### config.mk
export PLATFORM = sky130hd
export DESIGN_NAME = montgomery_entry_ds
export DESIGN_NICKNAME = d
export VERILOG_FILES = /design/src/rtl/montgomery_entry_ds.sv
export SDC_FILE = /design/constraint.sdc
export NUM_CORES = 1
export LEC_CHECK = 0
export CORE_MARGIN = 2
export CORE_UTILIZATION = 35
export CTS_CLUSTER_SIZE = 8
export DETAILED_ROUTE_END_ITERATION = 8
export PLACE_DENSITY_LB_ADDON = 0.12
export SYNTH_ARGS = -nofsm -noshare
export SYNTH_HDL_FRONTEND = slang
export SYNTH_SLANG_ARGS = --single-unit
export TNS_END_PERCENT = 10
### constraint.sdc
create_clock -name CLK_pci_sys_clk_p -period 2.7 [get_ports CLK_pci_sys_clk_p]
set_input_delay 0.27 -clock CLK_pci_sys_clk_p [delete_from_list [all_inputs] [get_ports CLK_pci_sys_clk_p]]
set_output_delay 0.27 -clock CLK_pci_sys_clk_p [all_outputs]
set_load 0.05 [all_outputs]
### src/rtl/montgomery_entry_ds.sv
// Bit-serial conversion of an operand into Montgomery form: result = (x * 2^m_bl) mod m.
// Start/valid pulse protocol matches the downstream montgomery_ds stage so the two chain directly.
module montgomery_entry_ds #(
  parameter int DATA_LENGTH = 32,
  parameter int CNT_WIDTH   = $clog2(2*DATA_LENGTH+1)
) (
  input  logic                   CLK_pci_sys_clk_p,
  input  logic                   rst_ni,
  input  logic                   start_i,
  input  logic [DATA_LENGTH-1:0] x_i,
  input  logic [DATA_LENGTH-1:0] m_i,
  input  logic [DATA_LENGTH-1:0] m_bl_i,
  output logic                   busy_o,
  output logic [DATA_LENGTH-1:0] result_o,
  output logic                   valid_o
);

  typedef enum logic [1:0] {
    ST_IDLE   = 2'd0,
    ST_REDUCE = 2'd1,
    ST_DONE   = 2'd2
  } state_t;

  localparam logic [DATA_LENGTH-1:0] DL_W   = DATA_LENGTH'(DATA_LENGTH);
  localparam logic [CNT_WIDTH-1:0]   DL_CNT = CNT_WIDTH'(DATA_LENGTH);
  localparam logic [CNT_WIDTH-1:0]   CNT_ONE = CNT_WIDTH'(1);

  state_t                 state_r;
  state_t                 state_s;
  logic [DATA_LENGTH-1:0] x_r;
  logic [DATA_LENGTH-1:0] m_r;
  logic [DATA_LENGTH-1:0] r_r;
  logic [CNT_WIDTH-1:0]   cnt_r;
  logic [DATA_LENGTH-1:0] result_r;
  logic                   valid_r;
  logic                   busy_r;

  logic [CNT_WIDTH-1:0]   eff_bl_s;
  logic [DATA_LENGTH:0]   t_s;
  logic [DATA_LENGTH-1:0] r_next_s;
  logic                   accept_s;
  logic                   step_s;
  logic                   finish_s;

  // Saturate the requested bit length to the operand width.
  always_comb begin
    eff_bl_s = {CNT_WIDTH{1'b0}};
    if (m_bl_i > DL_W) begin
      eff_bl_s = DL_CNT;
    end else begin
      eff_bl_s = m_bl_i[CNT_WIDTH-1:0];
    end
  end

  // One reduction step: shift in the next x bit (zeros once x is drained), then one conditional subtract.
  always_comb begin
    t_s      = {r_r, x_r[DATA_LENGTH-1]};
    r_next_s = {DATA_LENGTH{1'b0}};
    if (m_r == {DATA_LENGTH{1'b0}}) begin
      r_next_s = {DATA_LENGTH{1'b0}};
    end else if (t_s >= {1'b0, m_r}) begin
      r_next_s = DATA_LENGTH'(t_s - {1'b0, m_r});
    end else begin
      r_next_s = t_s[DATA_LENGTH-1:0];
    end
  end

  // State register.
  always_ff @(posedge CLK_pci_sys_clk_p) begin
    if (!rst_ni) begin
      state_r <= ST_IDLE;
    end else begin
      state_r <= state_s;
    end
  end

  // Next-state logic; the counter is never zero at accept, so DONE follows the step that empties it.
  always_comb begin
    state_s = state_r;
    case (state_r)
      ST_IDLE: begin
        if (start_i) begin
          state_s = ST_REDUCE;
        end else begin
          state_s = ST_IDLE;
        end
      end
      ST_REDUCE: begin
        if (cnt_r == CNT_ONE) begin
          state_s = ST_DONE;
        end else begin
          state_s = ST_REDUCE;
        end
      end
      ST_DONE: state_s = ST_IDLE;
      default: state_s = ST_IDLE;
    endcase
  end

  // Datapath strobes decoded from the current state.
  always_comb begin
    accept_s = 1'b0;
    step_s   = 1'b0;
    finish_s = 1'b0;
    case (state_r)
      ST_IDLE:   accept_s = start_i;
      ST_REDUCE: begin
        step_s   = 1'b1;
        finish_s = (cnt_r == CNT_ONE);
      end
      ST_DONE:   accept_s = 1'b0;
      default:   accept_s = 1'b0;
    endcase
  end

  // Operand capture, iteration state and registered outputs.
  always_ff @(posedge CLK_pci_sys_clk_p) begin
    if (!rst_ni) begin
      x_r      <= {DATA_LENGTH{1'b0}};
      m_r      <= {DATA_LENGTH{1'b0}};
      r_r      <= {DATA_LENGTH{1'b0}};
      cnt_r    <= {CNT_WIDTH{1'b0}};
      result_r <= {DATA_LENGTH{1'b0}};
      valid_r  <= 1'b0;
      busy_r   <= 1'b0;
    end else begin
      valid_r <= finish_s;
      busy_r  <= (state_s != ST_IDLE);
      if (accept_s) begin
        x_r      <= x_i;
        m_r      <= m_i;
        r_r      <= {DATA_LENGTH{1'b0}};
        cnt_r    <= DL_CNT + eff_bl_s;
        result_r <= {DATA_LENGTH{1'b0}};
      end else if (step_s) begin
        x_r   <= {x_r[DATA_LENGTH-2:0], 1'b0};
        r_r   <= r_next_s;
        cnt_r <= cnt_r - CNT_ONE;
        if (finish_s) begin
          result_r <= r_next_s;
        end else begin
          result_r <= result_r;
        end
      end else begin
        x_r      <= x_r;
        r_r      <= r_r;
        cnt_r    <= cnt_r;
        result_r <= result_r;
      end
    end
  end

  assign busy_o   = busy_r;
  assign valid_o  = valid_r;
  assign result_o = result_r;

endmodule
# Word level (Yosys, flattened, before mapping)
# Cells that the tools add are included.
dict set report word_totals {
  input_bits 99
  reg_bits 139
}
dict set report classes {
  n_reduce_logical 6
  n_mux 13
  addsub 3
  n_eq_ne 2
  order_cmp 2
  bitwise_logic 1
}
# operator count
set op_table {}
lappend op_table {{$mux W32} 4}
lappend op_table {{$ge A33 B32 Y1} 1}
lappend op_table {{$gt A32 B6 Y1 const B} 1}
lappend op_table {{$logic_not A32 Y1} 1}
lappend op_table {{$sub A32 B32 Y32} 1}
lappend op_table {{$mux W7} 3}
lappend op_table {{$add A6 B7 Y7 const A} 1}
lappend op_table {{$eq A7 B1 Y1 const B} 1}
lappend op_table {{$sub A7 B1 Y7 const B} 1}
lappend op_table {{$mux W1} 4}
lappend op_table {{$pmux W2 S2} 1}
lappend op_table {{$reduce_bool A2 Y1} 2}
lappend op_table {{$eq A2 B1 Y1 const B} 1}
lappend op_table {{$logic_not A2 Y1} 1}
lappend op_table {{$mux W2} 1}
lappend op_table {{$reduce_and A2 Y1} 1}
lappend op_table {{$reduce_or A2 Y1} 1}
lappend op_table {{$not A1 Y1} 1}

# Logic depth before layout (Yosys ltp)
# Gate-level depths: netlist of the first run.
dict set report depth {
  ltp_word 4
  ltp_mapped 14
}

# Worst setup path after synthesis of the first run
# Ideal clock, no wire load.
dict set report synth_path {
  path_kind {reg-to-reg}
  from {reg m_r[13]}
  to {reg result_r[19], in the netlist result_o[19]}
  stages_incl_launch_ff 13
  setup_slack_ps 117
  synth_period_minus_slack_ps 2583
  t_arrival_ps 2457
  n_path_buf 2
  setup_ps 126
  path_cell_list {dfxtp_1 > inv_1 > ha_1 > a211oi_2 > nor3_1 > o31ai_2 > a21oi_2 > a2111oi_2 > or2_1 > buf_6 > buf_6 > mux2i_1 > o21ai_1}
}
dict set report synth_via {
  elab_chain_len 3
  word_cells_on_any_way 5
  classes_between {add/sub (1); order compare (1); mux (2); reduce/logical (1)}
}
# item line_no
set synth_lines {}
lappend synth_lines {{start, declared} 31} ;# logic [DATA_LENGTH-1:0] m_r;
lappend synth_lines {{start signal, assigned} 120} ;# m_r <= {DATA_LENGTH{1'b0}};
lappend synth_lines {{start signal, assigned} 131} ;# m_r <= m_i;
lappend synth_lines {{$sub A32 B32 Y32 or $ge A33 B32 Y1 (tied branches)} {62, 61}}
lappend synth_lines {{$mux W32} 61} ;# end else if (t_s >= {1'b0, m_r}) begin
lappend synth_lines {{$mux W32 (*)} 59} ;# if (m_r == {DATA_LENGTH{1'b0}}) begin
lappend synth_lines {{end signal, assigned} 123} ;# result_r <= {DATA_LENGTH{1'b0}};
lappend synth_lines {{end signal, assigned} 134} ;# result_r <= {DATA_LENGTH{1'b0}};
lappend synth_lines {{end signal, assigned} 140} ;# result_r <= r_next_s;
lappend synth_lines {{end, declared} 34} ;# logic [DATA_LENGTH-1:0] result_r;
# Mark *: on every way between the ends. The rest lies on a longest branch, timed or not.
# A chain may end at the register's enable or synchronous reset.

# Worst setup path in the final report of the first run
dict set report layout_path {
  from {reg m_r[17]}
  to {reg result_r[2], in the netlist result_o[2]}
}
dict set report layout_via {
  elab_chain_len 3
  word_cells_on_any_way 4
  classes_between {order compare (1); mux (2); reduce/logical (1)}
}
# item line_no
set layout_lines {}
lappend layout_lines {{$ge A33 B32 Y1} 61}
lappend layout_lines {{$mux W32} 61}
lappend layout_lines {{$mux W32 (*)} 59}
# Marked as above.

==> summary.txt, run 1 <==
Finish
  • Area of the multi-input gates: 4596 µm²
  • Design Area, Final: 11020 µm²
  • Most common cell after layout, fill and taps aside: nand2_1
  • Most frequent cells in the layout: nand2_1, buf_4, clkdlybuf4s50_1, dfxtp_1, a21oi_1
  • Layout cells sized above 1: between 20% and 30%
  • Final nets: 1317
  • Filler cell count: 1938
  • Final Util: 54.30%
  • Sequential cell area: 2795 µm²
  • Ant diodes: 0
  • Post-route insts no fill: 1466
  • Syn-to-layout area delta: 52.14%

Setup path
  • Crit end category: flip-flop
  • CP max FO: 9
  • Slowest cell on crit path: ha_1
  • WS Path Type: flip-flop to flip-flop
  • CP Data Arrival Time: around 3000 ps
  • Startpoint types: flip-flop
  • R2R depth: 13
  • Peak per-stage delay on the critical path: between 300 and 400 ps
  • Most Frequent Cell on Critical Path: buf_4
  • Worst endpoint required time: ~3000 ps
  • Crit-path cells: inv_1 -> ha_1 -> buf_4 -> nand3_1 -> nor3_2 -> a41o_1 -> a2111oi_4 -> or2_4 -> bufbuf_16 -> nor2_1 -> a21oi_1 -> buf_4 -> o21ai_1

Yosys
  • Top_reg_cell synth: dfxtp_1
  • Syn_area_per_cell: 7.765 µm²
  • Synth area leader: dfxtp_1
  • Number of synthesis warnings: 0
  • Synth top area share: 38.41%
  • Synth area leaders: dfxtp_1, nand2_1, a21oi_1
  • Sequential area share after synthesis: 38.41%
  • Number of synthesized flops with an enable pin: 0
  • Synthesized netlist cell count: 933
  • Post-synthesis register bit count: approximately 140
  • Cell Area, Synth: roughly 7200 µm²
  • Post-synthesis async set-or-reset flop share: 0%
  • Yosys cell types: 59
  • Syn nets: 1067

Drt
  • Routed via count: 7376
  • Post-route DRC: 0
  • DRT iter0 DRCs: ~430
  • DR WL/cell: 15.67 µm
  • Routed Antenna Nets: 0
  • DRT Pass-1 Iters: 5
  • Vias per inst: 5.031
  • WL final: 22970 µm

Clocking
  • CTS Buf Count: 17
  • CTS sink cnt: 139
  • H-tree depth: 4
  • Reg clk slew, reported paths: ~70 ps
  • CTS Buffer Depth: 2
  • Cts hold-fix bufs: 0
  • CTS tree: done
  • Clk_lat worst skew: 430 ps
  • Root buffer cell: clkbuf_16

Floorplan
  • I/O pins: 133
  • Core area: 20300 µm²
  • Chip height: 147.9 µm
  • Die area: between 20000 and 25000 µm²
  • Rows: between 50 and 60
  • Initial Util: between 30% and 40%
  • Chip width: 147.9 µm

Pwr
  • P per Cell Area: approximately 640 nW/µm²
  • VDD IR max: 0.0004583 V
  • Leakage: about 4.4 nW

Placement
  • Setup WS pre-CTS: -243.9 ps
  • Post-DP HPWL: 16540 µm
  • Placed Instance Area: ~9700 µm²
  • Buffers on Ports: 132
  • Placed cell count: 1422
  • Placer congestion estimate: approximately 0.88

Run
  • Max Cap Viol: 0

GRT
  • Global-route wire length before repair: 36800 µm
  • Vias in the first global route: 7227
  • GR Overflow Total: 0
  • Largest net degree at the start of global routing: 72
  • Tot GR Track Use: 20.86%
  • Antenna violations before repair: 0

STA
  • F_max: 366.7 MHz
  • Final Setup Violations: 3
  • RSZ-0062 raised after global routing: yes
  • Slew @ Worst Pin: 757.2 ps
  • Setup_tns: -50.46 ps
  • Relative slew slack: around half
  • Final period util: 101.0%
  • Final hold viol count: 0
  • Crit path time final: 2727 ps
  • Setup Skew: 9.381 ps
  • Slew Limit Fails: 0
  • Worst setup margin: -27.14 ps

Hold path
  • Hold Path Depth: 3
  • HP Class: primary input to flip-flop

Run status
  • Violated checks: setup timing
  • Status: complete, but fails checks
[flip-flops by register name, summed over array words and instances, names as in the netlist]
| name | count |
|---|---|
| busy_o | 1 |
| m_r | 32 |
| valid_o | 1 |
| result_o | 32 |
| state_r | 2 |
| r_r | 32 |
| x_r | 32 |
| cnt_r | 7 |
[worst max-delay path: cells and delay by family (launching register included)]
| kind | cells | cell delay (ps) |
|---|---|---|
| compound gates | 4 | 800 |
| fa+ha+maj | 1 | 340 |
| buf+inv | 4 | 690 |
| flops | 1 | 330 |
| simple gates | 4 | 450 |
[cell usage after synthesis (all sizes together), types with 6 or more instances]
| master | instances |
|---|---|
| dfxtp | 139 |
| mux2i | 10 |
| nor4 | 16 |
| nand4 | 10 |
| nor2b | 7 |
| a21o | 12 |
| a21oi | 120 |
| a22oi | 32 |
| nor2 | 52 |
| ha | 34 |
| a211oi | 8 |
| nand2b | 6 |
| o21ai | 77 |
| inv | 43 |
| a31oi | 7 |
| xnor2 | 13 |
| clkbuf | 32 |
| nor3 | 15 |
| buf | 16 |
| nand2 | 185 |
| xor2 | 15 |
| and2 | 8 |
| nand3 | 22 |
[final timing paths]
kind | slack, ps | startpoint | endpoint
worst max-delay path | -30 | m_r[17] | result_o[2]
worst min-delay path | 390 | x_i[0] | x_r[0]
worst max register to register | -30 | m_r[17] | result_o[2]
worst min register to register | 440 | result_o[20] | result_o[20]
[logic make-up after synthesis]
kind of cell	share of synthesized area (%)
xor+xnor	3.385
flops	38.41
simple gates	20.29
compound gates	24.96
buf+inv	5.423
mux	1.382
fa+ha+maj	6.149
[layer usage]
layer	GRT usage, %	share of wire [%]
met5	0	0
met3	4.753	5.4
met2	34.26	47
met1	27.95	47
met4	5.000	1.2
[stage by stage]
step,hold slack [ps],power [mW]
6_report,387.5,7.104
5_1_grt,391.4,7.451
4_1_cts,379.8,6.966
3_5_place_dp,441.7,4.195
3_3_place_gp,438.1,4.195
2_1_floorplan,394.8,3.415
[area by class of cell]
cell class | count | share of cell area (%)
well taps | 270 | 3.065
flip-flops and latches | 139 | 25.36
inverters | 43 | 1.464
clock inverters | 15 | 1.953
multi-input cells | 703 | 41.70
clock buffers | 17 | 3.860
repair buffers | 279 | 22.60
[timing repair]
item / in CTS / in global routing
pin swaps: 12 / 32
endpoints found under the setup margin: 64 / 64
cloned: 1 / 1
setup buffers: 5 / 7
gates resized for setup: 37 / 58
[power by group]
| part | total, mW | leakage, nW | internal (mW) | switching (mW) |
|---|---|---|---|---|
| registers | 2.23 | 1.14 | 2.16 | 0.0730 |
| clock network | 2.59 | 0.316 | 1.51 | 1.07 |
| logic | 2.29 | 2.91 | 1.13 | 1.16 |
Power figures use the tool's default switching activity.
==> inputs of run 2 (changes only) <==
==> constraint.sdc (replaced) <==
create_clock -name CLK_pci_sys_clk_p -period 3.13 [get_ports CLK_pci_sys_clk_p]
set_input_delay 0.313 -clock CLK_pci_sys_clk_p [delete_from_list [all_inputs] [get_ports CLK_pci_sys_clk_p]]
set_output_delay 0.313 -clock CLK_pci_sys_clk_p [all_outputs]
set_load 0.05 [all_outputs]
==> run 2 against run 1 <==
  * The run now ends clean
  * Register-to-register slack improved by 150 ps
  * Final cell count fell by 7.8%
  * Critical path depth fell by 1
  * First-iteration DRC count rose by 14%
  * Non-clock buffer count fell by 115
  * Die area did not move
  * Sequential share of layout area rose by 3.6 points
  * Power fell by 22%
  * Global-route usage fell by 1.0 points
  * Largest cell class unchanged
==> summary.txt, run 2 (same netlist as run 1, synthesis figures left out) <==
Pwr
  • P per Cell Area: between 500 and 600 nW/µm²
  • VDD IR max: 0.0003671 V
  • P_int: ~3.7 mW
  • Sequential power share: between 30% and 40%
  • Clock power share: 37.9%
  • Switching portion of total power: 32.89%
  • Comb pwr share: between 20% and 30%
  • NetSw: 1.823 mW
  • Leakage: approximately 3.7 nW

Finish
  • Syn-to-layout area delta: 32.76%
  • Layout cells sized above 1: a little under 9%
  • Final nets: 1202
  • Most frequent cells in the layout: nand2_1, dfxtp_1, clkdlybuf4s50_1, a21oi_1
  • Most common cell after layout, fill and taps aside: nand2_1
  • Ant diodes: 0
  • Final Util: 47.38%
  • Post-route insts no fill: 1351

Drt
  • WL final: 21890 µm
  • Post-route DRC: 0
  • Metal1 wirelength: around 10000 µm
  • DR WL/cell: around 16 µm
  • Metal3 WL: between 1000 and 1500 µm
  • Max layer used: met4
  • DRT iter0 DRCs: 486
  • WL met2: 9868 µm
  • Routed via count: 7007
  • DRT Pass-1 Iters: 5
  • Vias per inst: roughly 5.2
  • Routed Antenna Nets: 0

Placement
  • Setup WS pre-CTS: 0.04374 ps
  • Post-DP HPWL: 15500 µm
  • Placed cell count: 1317
  • Buffers on Ports: 132
  • Placer congestion estimate: 0.8822

Setup path
  • WS Path Type: flip-flop to flip-flop
  • Startpoint types: flip-flop
  • Reg2reg end: r_r[3]
  • CP max FO: 22
  • CP Data Arrival Time: around 3300 ps
  • Worst endpoint required time: 3430 ps
  • Worst setup endpoint: r_r[3]
  • R2R depth: 12
  • R2R Path Start: m_r[26]
  • Crit end category: flip-flop
  • R2r setup slk: 130 ps
  • CP startpoint: m_r[26]

STA
  • Crit path time final: 3003 ps
  • Slew Limit Fails: 0
  • Setup Skew: between 10 and 15 ps
  • Final hold viol count: 0
  • Final period util: 95.94%
  • Setup_tns: 0 ps
  • Worst setup margin: roughly 130 ps
  • F_max: between 300 and 400 MHz
  • Relative slew slack: 47.33%
  • Slew @ Worst Pin: around 800 ps
  • Final Setup Violations: 0
  • Worst hold margin: between 400 and 500 ps

GRT
  • Tot GR Track Use: 19.84%
  • GR Overflow Total: 0
  • Antenna violations before repair: 0
  • Largest net degree at the start of global routing: 72
  • Vias in the first global route: 6703
  • Global-route wire length before repair: 34690 µm

Floorplan
  • Chip height: 147.9 µm
  • I/O pins: 133
  • Die area: 21870 µm²
  • Core area: 20300 µm²
  • Initial Util: 35.69%
  • Chip width: 147.9 µm
  • Rows: 52

Clocking
  • Clk_lat worst skew: 430 ps
  • Reg clk slew, reported paths: 70 ps
  • CTS tree: done
  • CTS sink cnt: approximately 140
  • CTS Buffer Depth: 2
  • H-tree depth: 4
  • Root buffer cell: clkbuf_16
  • CTS Buf Count: 17

Hold path
  • HP Class: primary input to flip-flop

Run status
  • Status: finished, final reports clean

Run
  • Max Cap Viol: 0
==> run 2: worst min-delay path by stage <==
stage                   endpoint  slack (ps)          from  cells past startpoint
floorplan                x_r[10]         440       x_r[10]                      2
global placement    result_o[22]         440  result_o[22]                      2
detailed placement   result_o[6]         440   result_o[6]                      2
CTS                      m_r[17]         420       m_i[17]                      3
global route              x_r[0]         430        x_i[0]                      3
finish                   m_r[17]         430       m_i[17]                      3
==> run 2: power by group through the flow <==
stage | Combinational (mW) | Sequential, mW | Clock, mW
2_1_floorplan | 0.989 | 1.96 | 0
3_3_place_gp | 1.43 | 1.97 | 0
3_5_place_dp | 1.43 | 1.97 | 0
4_1_cts | 1.44 | 1.93 | 2.14
5_1_grt | 1.66 | 1.94 | 2.22
6_report | 1.51 | 1.93 | 2.10
==> run 2: per-layer routing <==
metal,up-vias,track usage [%]
met4,0,5.524
met5,-,0
met1,3251,26.85
li1,3556,-
met3,20,5.401
met2,180,31.21
==> run 2: final cells by class <==
cell class | instances | area, µm²
inverters | 43 | 161.4
multi-input cells | 703 | 4138
flip-flops and latches | 139 | 2785
clock inverters | 15 | 178.9
fillers | 2063 | 10680
well taps | 270 | 337.8
clock buffers | 17 | 425.4
repair buffers | 164 | 1592
==> run 2: critical path, cell delays in order (launching register included) <==
cell       delay, ps
dfxtp_1          370
inv_1             60
ha_1             380
a21oi_2          240
o21ai_1          110
a21o_1           200
a41o_1           230
a2111oi_4        360
or2_4            220
buf_12           200
mux2i_1          260
a2bb2oi_1        200
nor2_1            50
==> run 2: metrics by stage <==
step | instance area, µm² | power, mW
6_report | 9618 | 5.542
3_5_place_dp | 8916 | 3.398
5_1_grt | 9618 | 5.825
4_1_cts | 9524 | 5.508
3_3_place_gp | 8916 | 3.398
2_1_floorplan | 7244 | 2.945
==> run 2: repair_timing <==
| action | in CTS | in global routing |
|---|---|---|
| pin swaps | 0 | 6 |
| resized for setup | 1 | 14 |
| setup endpoints to repair | 2 | 18 |
| endpoints found under the hold margin | 0 | 0 |
| gates cloned | 0 | 1 |
| hold buffers | 0 | 0 |
| setup buffers | 0 | 1 |
